[src/rtl/alu_seq_pkg.sv]
// Shared types and constants for the ALU operation sequencer.
package alu_seq_pkg;
  localparam int DW   = 4;
  localparam int NREG = 4;

  typedef enum logic [2:0] {
    CMD_ADD  = 3'b000,
    CMD_SUB  = 3'b001,
    CMD_AND  = 3'b010,
    CMD_OR   = 3'b011,
    CMD_LOAD = 3'b100
  } cmd_t;

  typedef enum logic [1:0] {
    IDLE,
    EXEC,
    RESP
  } state_t;

  typedef struct packed {
    logic z;
    logic c;
    logic v;
    logic s;
  } flags_t;
endpackage

[src/rtl/alu_regfile.sv]
// Small register file: two combinational read ports, one synchronous write port.
module alu_regfile #(
  parameter int NREG = 4,
  parameter int DW   = 4,
  localparam int AW  = $clog2(NREG)
) (
  input  logic          clk,
  input  logic          rst_n,
  input  logic [AW-1:0] ra_a_i,
  output logic [DW-1:0] rd_a_o,
  input  logic [AW-1:0] ra_b_i,
  output logic [DW-1:0] rd_b_o,
  input  logic          we_i,
  input  logic [AW-1:0] wa_i,
  input  logic [DW-1:0] wd_i
);
  logic [NREG-1:0][DW-1:0] regs_q;

  always_ff @(posedge clk) begin
    if (!rst_n)    regs_q       <= '0;
    else if (we_i) regs_q[wa_i] <= wd_i;
  end

  assign rd_a_o = regs_q[ra_a_i];
  assign rd_b_o = regs_q[ra_b_i];
endmodule

[src/rtl/alu_op_sequencer.sv]
// Command sequencer for the external ALU: IDLE -> EXEC (one cycle) -> RESP, with
// register file write-back and a status flag register.
module alu_op_sequencer #(
  parameter int NREG = 4,
  parameter int DW   = 4
) (
  input  logic          clk,
  input  logic          rst_n,
  input  logic          req_valid,
  output logic          req_ready,
  input  logic [2:0]    req_cmd,
  input  logic [1:0]    req_dst,
  input  logic [1:0]    req_src_a,
  input  logic [1:0]    req_src_b,
  input  logic [DW-1:0] req_imm,
  output logic          resp_valid,
  input  logic          resp_ready,
  output logic [DW-1:0] resp_data,
  output logic [3:0]    resp_flags,
  output logic          resp_err,
  output logic [1:0]    alu_select,
  output logic [DW-1:0] alu_a,
  output logic [DW-1:0] alu_b,
  input  logic [DW-1:0] alu_result,
  input  logic          alu_z,
  input  logic          alu_c,
  input  logic          alu_v,
  input  logic          alu_s
);
  import alu_seq_pkg::*;

  state_t        state_q;
  logic [2:0]    cmd_q;
  logic [1:0]    dst_q;
  logic [DW-1:0] imm_q;
  flags_t        flags_q, flags_d;
  logic          rdy_q, rvld_q, rerr_q;
  logic [DW-1:0] rdata_q;
  flags_t        rflags_q;
  logic [1:0]    sel_q;
  logic [DW-1:0] a_q, b_q;

  logic [DW-1:0] rd_a, rd_b, wd;
  logic          is_op, is_load, we;

  assign is_op   = ~cmd_q[2];
  assign is_load = (cmd_q == CMD_LOAD);
  assign we      = (state_q == EXEC) && (is_op || is_load);
  assign wd      = is_load ? imm_q : alu_result;
  assign flags_d = is_op ? flags_t'({alu_z, alu_c, alu_v, alu_s}) : flags_q;

  // Operands are read while the command is accepted; nothing writes in IDLE,
  // so this matches an EXEC-time read and keeps alu_a/alu_b held afterwards.
  alu_regfile #(.NREG(NREG), .DW(DW)) u_rf (
    .clk    (clk),
    .rst_n  (rst_n),
    .ra_a_i (req_src_a),
    .rd_a_o (rd_a),
    .ra_b_i (req_src_b),
    .rd_b_o (rd_b),
    .we_i   (we),
    .wa_i   (dst_q),
    .wd_i   (wd)
  );

  always_ff @(posedge clk) begin
    if (!rst_n) begin
      state_q  <= IDLE;
      cmd_q    <= '0;
      dst_q    <= '0;
      imm_q    <= '0;
      flags_q  <= '0;
      rdy_q    <= 1'b0;
      rvld_q   <= 1'b0;
      rerr_q   <= 1'b0;
      rdata_q  <= '0;
      rflags_q <= '0;
      sel_q    <= '0;
      a_q      <= '0;
      b_q      <= '0;
    end else begin
      case (state_q)
        IDLE: begin
          rdy_q <= 1'b1;
          if (req_valid && rdy_q) begin
            cmd_q   <= req_cmd;
            dst_q   <= req_dst;
            imm_q   <= req_imm;
            sel_q   <= req_cmd[1:0];
            a_q     <= rd_a;
            b_q     <= rd_b;
            rdy_q   <= 1'b0;
            state_q <= EXEC;
          end
        end
        EXEC: begin
          flags_q  <= flags_d;
          rflags_q <= flags_d;
          rdata_q  <= we ? wd : '0;
          rerr_q   <= ~(is_op || is_load);
          rvld_q   <= 1'b1;
          state_q  <= RESP;
        end
        RESP: begin
          if (resp_ready) begin
            rvld_q  <= 1'b0;
            rdy_q   <= 1'b1;
            state_q <= IDLE;
          end
        end
        default: state_q <= IDLE;
      endcase
    end
  end

  assign req_ready  = rdy_q;
  assign resp_valid = rvld_q;
  assign resp_data  = rdata_q;
  assign resp_flags = rflags_q;
  assign resp_err   = rerr_q;
  assign alu_select = sel_q;
  assign alu_a      = a_q;
  assign alu_b      = b_q;
endmodule

[config.mk]
export PLATFORM = sky130hd
export DESIGN_NAME = alu_op_sequencer
export DESIGN_NICKNAME = d
export VERILOG_FILES = /design/src/rtl/alu_seq_pkg.sv /design/src/rtl/alu_regfile.sv /design/src/rtl/alu_op_sequencer.sv
export SDC_FILE = /design/constraint.sdc
export NUM_CORES = 1
export LEC_CHECK = 0
export BUFFER_PORTS_ARGS = -buffer_cell sky130_fd_sc_hd__buf_2
export CORE_MARGIN = 1
export CORE_UTILIZATION = 40
export CTS_CLUSTER_SIZE = 40
export DETAILED_ROUTE_END_ITERATION = 10
export PLACE_DENSITY = 0.62
export SLEW_MARGIN = 10
export SYNTH_ARGS = -nofsm -noshare
export SYNTH_HDL_FRONTEND = slang
export SYNTH_SLANG_ARGS = --single-unit
[constraint.sdc]
create_clock -name clk -period 1.4 [get_ports clk]
set_input_delay 0.21 -clock clk [delete_from_list [all_inputs] [get_ports clk]]
set_output_delay 0.21 -clock clk [all_outputs]
set_load 0.1 [all_outputs]
After elaboration in Yosys (flattened, before gate mapping). Index checks and enable logic that the tools add are counted.

Output and inout port bits: 21. Word-level logic and storage cells: 60. Flip-flop bits (word level): 48.

Magnitude comparators: 4. Bitwise logic cells: 2. Reductions and logical operators: 12. Equal/unequal tests: 5. Muxes and demuxes: 18.

Operators with widths (number): two-way mux 4 bit (6); binary-select mux 4 bit (select 2 bit) (2); bitwise mux 16 bit (1); AND reduction 2 bit (5); < comparator 2 x 3 -> 1 bit, second input constant (3); demux 4 bit (select 2 bit) (1); one-hot mux 2 bit (3 select lines) (1); two-way mux 2 bit (2); inequality test 2 bit, second input constant (2); one-hot mux 1 bit (2 select lines) (2); nonzero test 2 bit (2); equality test 3 bit, second input constant (1); logical AND 1 bit (3); two-way mux 1 bit (3); equality test 2 x 1 -> 1 bit, second input constant (1); equality test 2 bit, second input constant (1); >= comparator 2 x 1 -> 1 bit, second input constant (1); zero test 2 bit (1); NOT 1 bit (2); logical OR 1 bit (1).

Longest topological paths before layout.
Depth in word-level cells: 5. Mapped depth: 5. Depth with buffers taken out: 3.

By module. From an unflattened synthesis, not the netlist that was laid out.

Cells, all modules: 212. Area, all modules: 2059.5 um^2.

Modules (own cells, without submodules): alu_op_sequencer (cells an instance 146, times used 1, seq. area each 600.6 um^2, area each 1238.7 um^2); alu_regfile (cells an instance 66, times used 1, seq. area each 320.3 um^2, area each 820.8 um^2).

Least setup slack after synthesis. Ideal clock, no wire load.

Path type: flip-flop to flip-flop. Start: register rdy_q (netlist: req_ready). End: register cmd_q[2]. Setup time: 0.070 ns. Path buffers: 2. Arrival time: 1.918 ns. Cell stages (with the launch flop): 6. Slack: -0.588 ns. Cell sequence: dfxtp_1 nor4bb_1 clkbuf_1 buf_2 nand2_1 a21oi_1.

Longest elaborated chain between the ends: 2.

Ends and longest elaborated chain: start: declaration (line alu_op_sequencer.sv:37) `logic rdy_q, rvld_q, rerr_q;`; start signal: assignment (line alu_op_sequencer.sv:73) `rdy_q <= 1'b0;`; start signal: assignment (line alu_op_sequencer.sv:84) `rdy_q <= 1'b1;`; start signal: assignment (line alu_op_sequencer.sv:92) `rdy_q <= 1'b0;`; logical AND 1 bit (line alu_op_sequencer.sv:85) `if (req_valid && rdy_q) begin`; AND reduction 2 bit (no line); end signal: assignment (line alu_op_sequencer.sv:86) `cmd_q <= req_cmd;`; end: declaration (line alu_op_sequencer.sv:33) `logic [2:0] cmd_q;`.

No other way between the ends. A chain may end at the register's enable or synchronous reset.

Worst setup path after layout.
Start: register cmd_q[1]. End: register u_rf.regs_q[3] (netlist name).

Longest elaborated chain between the ends: 3.

Ends and longest elaborated chain: equality test 3 bit * (line alu_op_sequencer.sv:47) `assign is_load = (cmd_q == CMD_LOAD);`; two-way mux 4 bit / logical OR 1 bit (equally long branches) (line alu_op_sequencer.sv:49, alu_op_sequencer.sv:48); bitwise mux 16 bit / logical AND 1 bit (equally long branches) (line alu_regfile.sv:21, alu_op_sequencer.sv:48); end signal: indexed assignment (line alu_regfile.sv:21) `else if (we_i) regs_q[wa_i] <= wd_i;`; end: declaration (line alu_regfile.sv:17) `logic [NREG-1:0][DW-1:0] regs_q;`.

Every way passes the cells marked *; elsewhere a longest branch is shown, timed or not.

==> results.md <==
Status:
- The run finished with clean final reports.

Cells and area:
- The share of layout cells above drive strength 1 is 33.6%.
- The number of antenna cells inserted is 0.
- The area growth from synthesis to layout is 29.3%.
- The post-layout net count is 289.
- The number of cells in the finished layout apart from fillers is 332.

Clock tree:
- Counting every sink on the clock net gives 46.
- Clock tree synthesis inserted a total of 5 buffers.
- The later pin in the worst-skew pair is clocked with a latency of 0.30 ns.
- The worst-case clock buffer depth is 2.
- TritonCTS built the clock tree.
- The cts-stage hold buffer count is 0.
- Clock-pin slew was measured on the worst setup and hold paths at 0.09 ns.
- The H-tree level count is 2.
- Clock tree synthesis selected as its root buffer the cell sky130_fd_sc_hd__clkbuf_8.

Yosys:
- The cell with the most instances after synthesis is sky130_fd_sc_hd__dfxtp_1.
- After technology mapping, the gate count stands at 209.
- The sequential cell area fraction in the yosys report is 47.0%.
- The number of register bits inferred by synthesis is 46.
- Averaged over all synthesized cells, the footprint is 9.38 µm².
- By area the synthesized netlist is led by sky130_fd_sc_hd__dfxtp_1, sky130_fd_sc_hd__a21oi_1, sky130_fd_sc_hd__mux4_2, sky130_fd_sc_hd__nand2_1, sky130_fd_sc_hd__a211oi_1.
- The mapped netlist covers 1960 µm².
- For this run, the number of Yosys warnings is 0.
- The most used flip-flop cell after synthesis is sky130_fd_sc_hd__dfxtp_1.
- The commonest cells after synthesis are sky130_fd_sc_hd__dfxtp_1, sky130_fd_sc_hd__a21oi_1, sky130_fd_sc_hd__nand2_1, sky130_fd_sc_hd__a211oi_1, sky130_fd_sc_hd__clkbuf_1.
- The number of distinct library cells after synthesis is 27.
- The cell type with the largest total area after synthesis is sky130_fd_sc_hd__dfxtp_1.
- The share of synthesized area in the top cell type comes to 47.0%.
- In the synthesized netlist the async set-or-reset flop fraction comes to 0%.
- The number of synthesized flops with an enable pin is 0.
- The net count after synthesis is 234.

STA:
- The worst pin sits at a relative slew slack of 67.9%.
- For the pin with the worst max-slew slack, the measured transition is 0.484 ns.
- Setup violations remaining at the end of the flow were counted as 0.
- Derived from the worst setup path, the maximum achievable clock frequency is 762 MHz.
- The final hold violation count is 0.
- The final max-slew violation count is 0.
- After layout, the minimum clock period comes to 1.31 ns.
- Setup repair after global routing left no endpoint under its margin.
- For the final database, setup skew stands at 0.00553 ns.
- The total negative slack is 0 ns.
- The final period utilization is 93.8%.

Die:
- The die covers 5180 µm².
- The die boundary height is 72.0 µm.
- The core footprint is 4720 µm².
- The initial cell density of the core is 41.5%.
- In this run the core area contains 25 standard-cell rows.
- For this design the top-level I/O count stands at 46.
- In this run the horizontal extent of the chip is 72.0 µm.

Global routing:
- The number of antenna violations at the first check in global routing is 0.
- Global routing consumed, over all layers together, 18.4% of the routing resources.
- The via count of the first global-routing pass is 1,479.
- The total overflow left after global routing is 0.
- The maximum number of pins on one net before global-route repair is 45.
- The first-pass GRT wire length is 7320 µm.

Worst setup path:
- The worst setup path is launched from a flip-flop.
- The critical path's top delay family is flip-flops.
- STA puts the critical path data required time at 1.59 ns.
- For the worst setup path, the data arrival time is 1.50 ns.
- Walking the worst path, the cells encountered are nor3b_4 > buf_12 > mux2i_1 > buf_4 > a211oi_1.
- The maximum fanout encountered on the critical timing path is 7.
- The critical setup path kind is flip-flop to flip-flop.
- STA classifies the critical path endpoint as a flip-flop.
- The library cell contributing the largest single delay on the critical path is sky130_fd_sc_hd__dfxtp_1.
- The number of buffers and inverters on the critical path is 2.
- In this design, the stage delay of the slowest critical-path cell is 0.34 ns.

Route:
- The post-route antenna net violation count is 0.
- The detailed router placed 1,707 vias in this run.
- The length of the first detailed-routing pass in iterations is 4.
- After detailed routing, the number of vias per cell comes to 5.14.
- For this block, the initial DRC count from the detailed router was 89.
- Dividing the detail-routed wire length by the instance count gives 13.6 µm.
- The DRC violation count after routing is 0.
- The aggregate routed wire length is 4500 µm.

Placed design:
- The total instance count after detailed placement is 324.
- The HPWL after detailed placement is 3200 µm.
- Routability-driven placement finished with a final weighted congestion of 0.792.
- Buffers placed on the I/O ports in this run total 45.

Flow run:
- Max-cap violations in this run came to 0.

Power and ir drop:
- The power per standard cell area is 1100 nW/µm².
- In this run the static leakage power is 0.000969 µW.
- The worst IR drop on VDD is 0.553 mV.

Min path:
- The worst hold path belongs to the class input pin to flip-flop.
[cell type report]
class	count	area (µm²)
fill	458	2190
multi-input combinational	145	975
sequential	46	927
timing repair buffer	63	428
tap	67	83.8
clock buffer	5	68.8
clock inverter	3	40.0
inverter	3	11.3
[flip-flops by register name, summed over array words and instances, names as in the netlist]
register	count
resp_err	1
req_ready	1
imm_q	4
alu_a	4
resp_flags	4
alu_b	4
u_rf.regs_q	16
resp_valid	1
dst_q	2
resp_data	4
state_q	2
cmd_q	3
[metal layers]
layer	wire, µm	global-route usage [%]	up-vias
li1	-	-	868
met3	152	4.17	6
met5	0	0	-
met2	2050	26.8	39
met4	67	6.32	0
met1	2240	26.8	794
[worst register-to-register path, cell delays in order (launching register included)]
cell                       delay (ns)
sky130_fd_sc_hd__dfxtp_1         0.34
sky130_fd_sc_hd__nor3b_4         0.27
sky130_fd_sc_hd__buf_12          0.16
sky130_fd_sc_hd__mux2i_1         0.20
sky130_fd_sc_hd__buf_4           0.17
sky130_fd_sc_hd__a211oi_1        0.07
[where the power goes]
| part | switching (µW) | total, µW | internal, µW |
|---|---|---|---|
| clock network | 454 | 980 | 526 |
| registers | 30.6 | 1380 | 1350 |
| logic | 283 | 436 | 153 |
| total | 767 | 2790 | 2030 |
[through the flow]
step | power [µW] | setup slack [ns] | util [%] | hold WS (ns) | instance area [µm²]
after floorplan | 1690 | 0.0352 | - | 0.333 | 1960
after global placement | 1840 | 0.0862 | 51.1 | 0.439 | 2410
after detailed placement | 1840 | 0.0400 | 51.1 | 0.443 | 2410
after CTS | 2810 | 0.00435 | 53.4 | 0.136 | 2520
after global routing | 2910 | 0.00378 | 53.6 | 0.126 | 2530
final | 2790 | 0.0874 | 53.6 | 0.140 | 2530
[cell families (layout without fill, tap and decap cells)]
| logic type | count (synthesis) | in the layout | share of synthesized area (%) |
|---|---|---|---|
| flip-flops | 46 | 46 | 47.0 |
| AO/OA/AOI/OAI | 69 | 69 | 20.7 |
| AND/OR/NAND/NOR | 64 | 64 | 17.0 |
| buffers and inverters | 18 | 74 | 4.02 |
| multiplexers | 12 | 12 | 11.2 |
[layout by cell type, fill, tap and decap left out, types with 2 or more instances in the layout]
master / n
sky130_fd_sc_hd__nand2_1: 39
sky130_fd_sc_hd__nor3_1: 4
sky130_fd_sc_hd__dfxtp_2: 2
sky130_fd_sc_hd__a211oi_1: 15
sky130_fd_sc_hd__and2_1: 4
sky130_fd_sc_hd__mux4_2: 8
sky130_fd_sc_hd__mux2i_1: 4
sky130_fd_sc_hd__buf_2: 43
sky130_fd_sc_hd__buf_12: 5
sky130_fd_sc_hd__inv_1: 2
sky130_fd_sc_hd__a21oi_1: 41
sky130_fd_sc_hd__and4bb_2: 2
sky130_fd_sc_hd__buf_4: 15
sky130_fd_sc_hd__dfxtp_1: 43
sky130_fd_sc_hd__clkbuf_8: 5
sky130_fd_sc_hd__nor2_1: 5
sky130_fd_sc_hd__clkinv_2: 2
sky130_fd_sc_hd__o21ai_0: 6
sky130_fd_sc_hd__nand2b_1: 2
sky130_fd_sc_hd__a221oi_1: 4
[final timing paths]
kind                               from                          end  slack (ns)  cells after the start
setup / recovery  cmd_q[1]$_SDFFE_PN0P_  u_rf.regs_q[3]$_SDFFE_PN0P_        0.09                      5
setup reg to reg  cmd_q[1]$_SDFFE_PN0P_  u_rf.regs_q[3]$_SDFFE_PN0P_        0.09                      5
hold / removal               req_dst[0]        dst_q[0]$_SDFFE_PN0P_        0.14                      3
hold reg to reg   alu_a[0]$_SDFFE_PN0P_        alu_a[0]$_SDFFE_PN0P_        0.45                      2
[repair_timing]
action | CTS | global route
gates resized for setup | 0 | 4
endpoints found under the setup margin | 0 | 16
buffers inserted | 0 | 0
No activity file was read; power rests on OpenSTA's default activity.
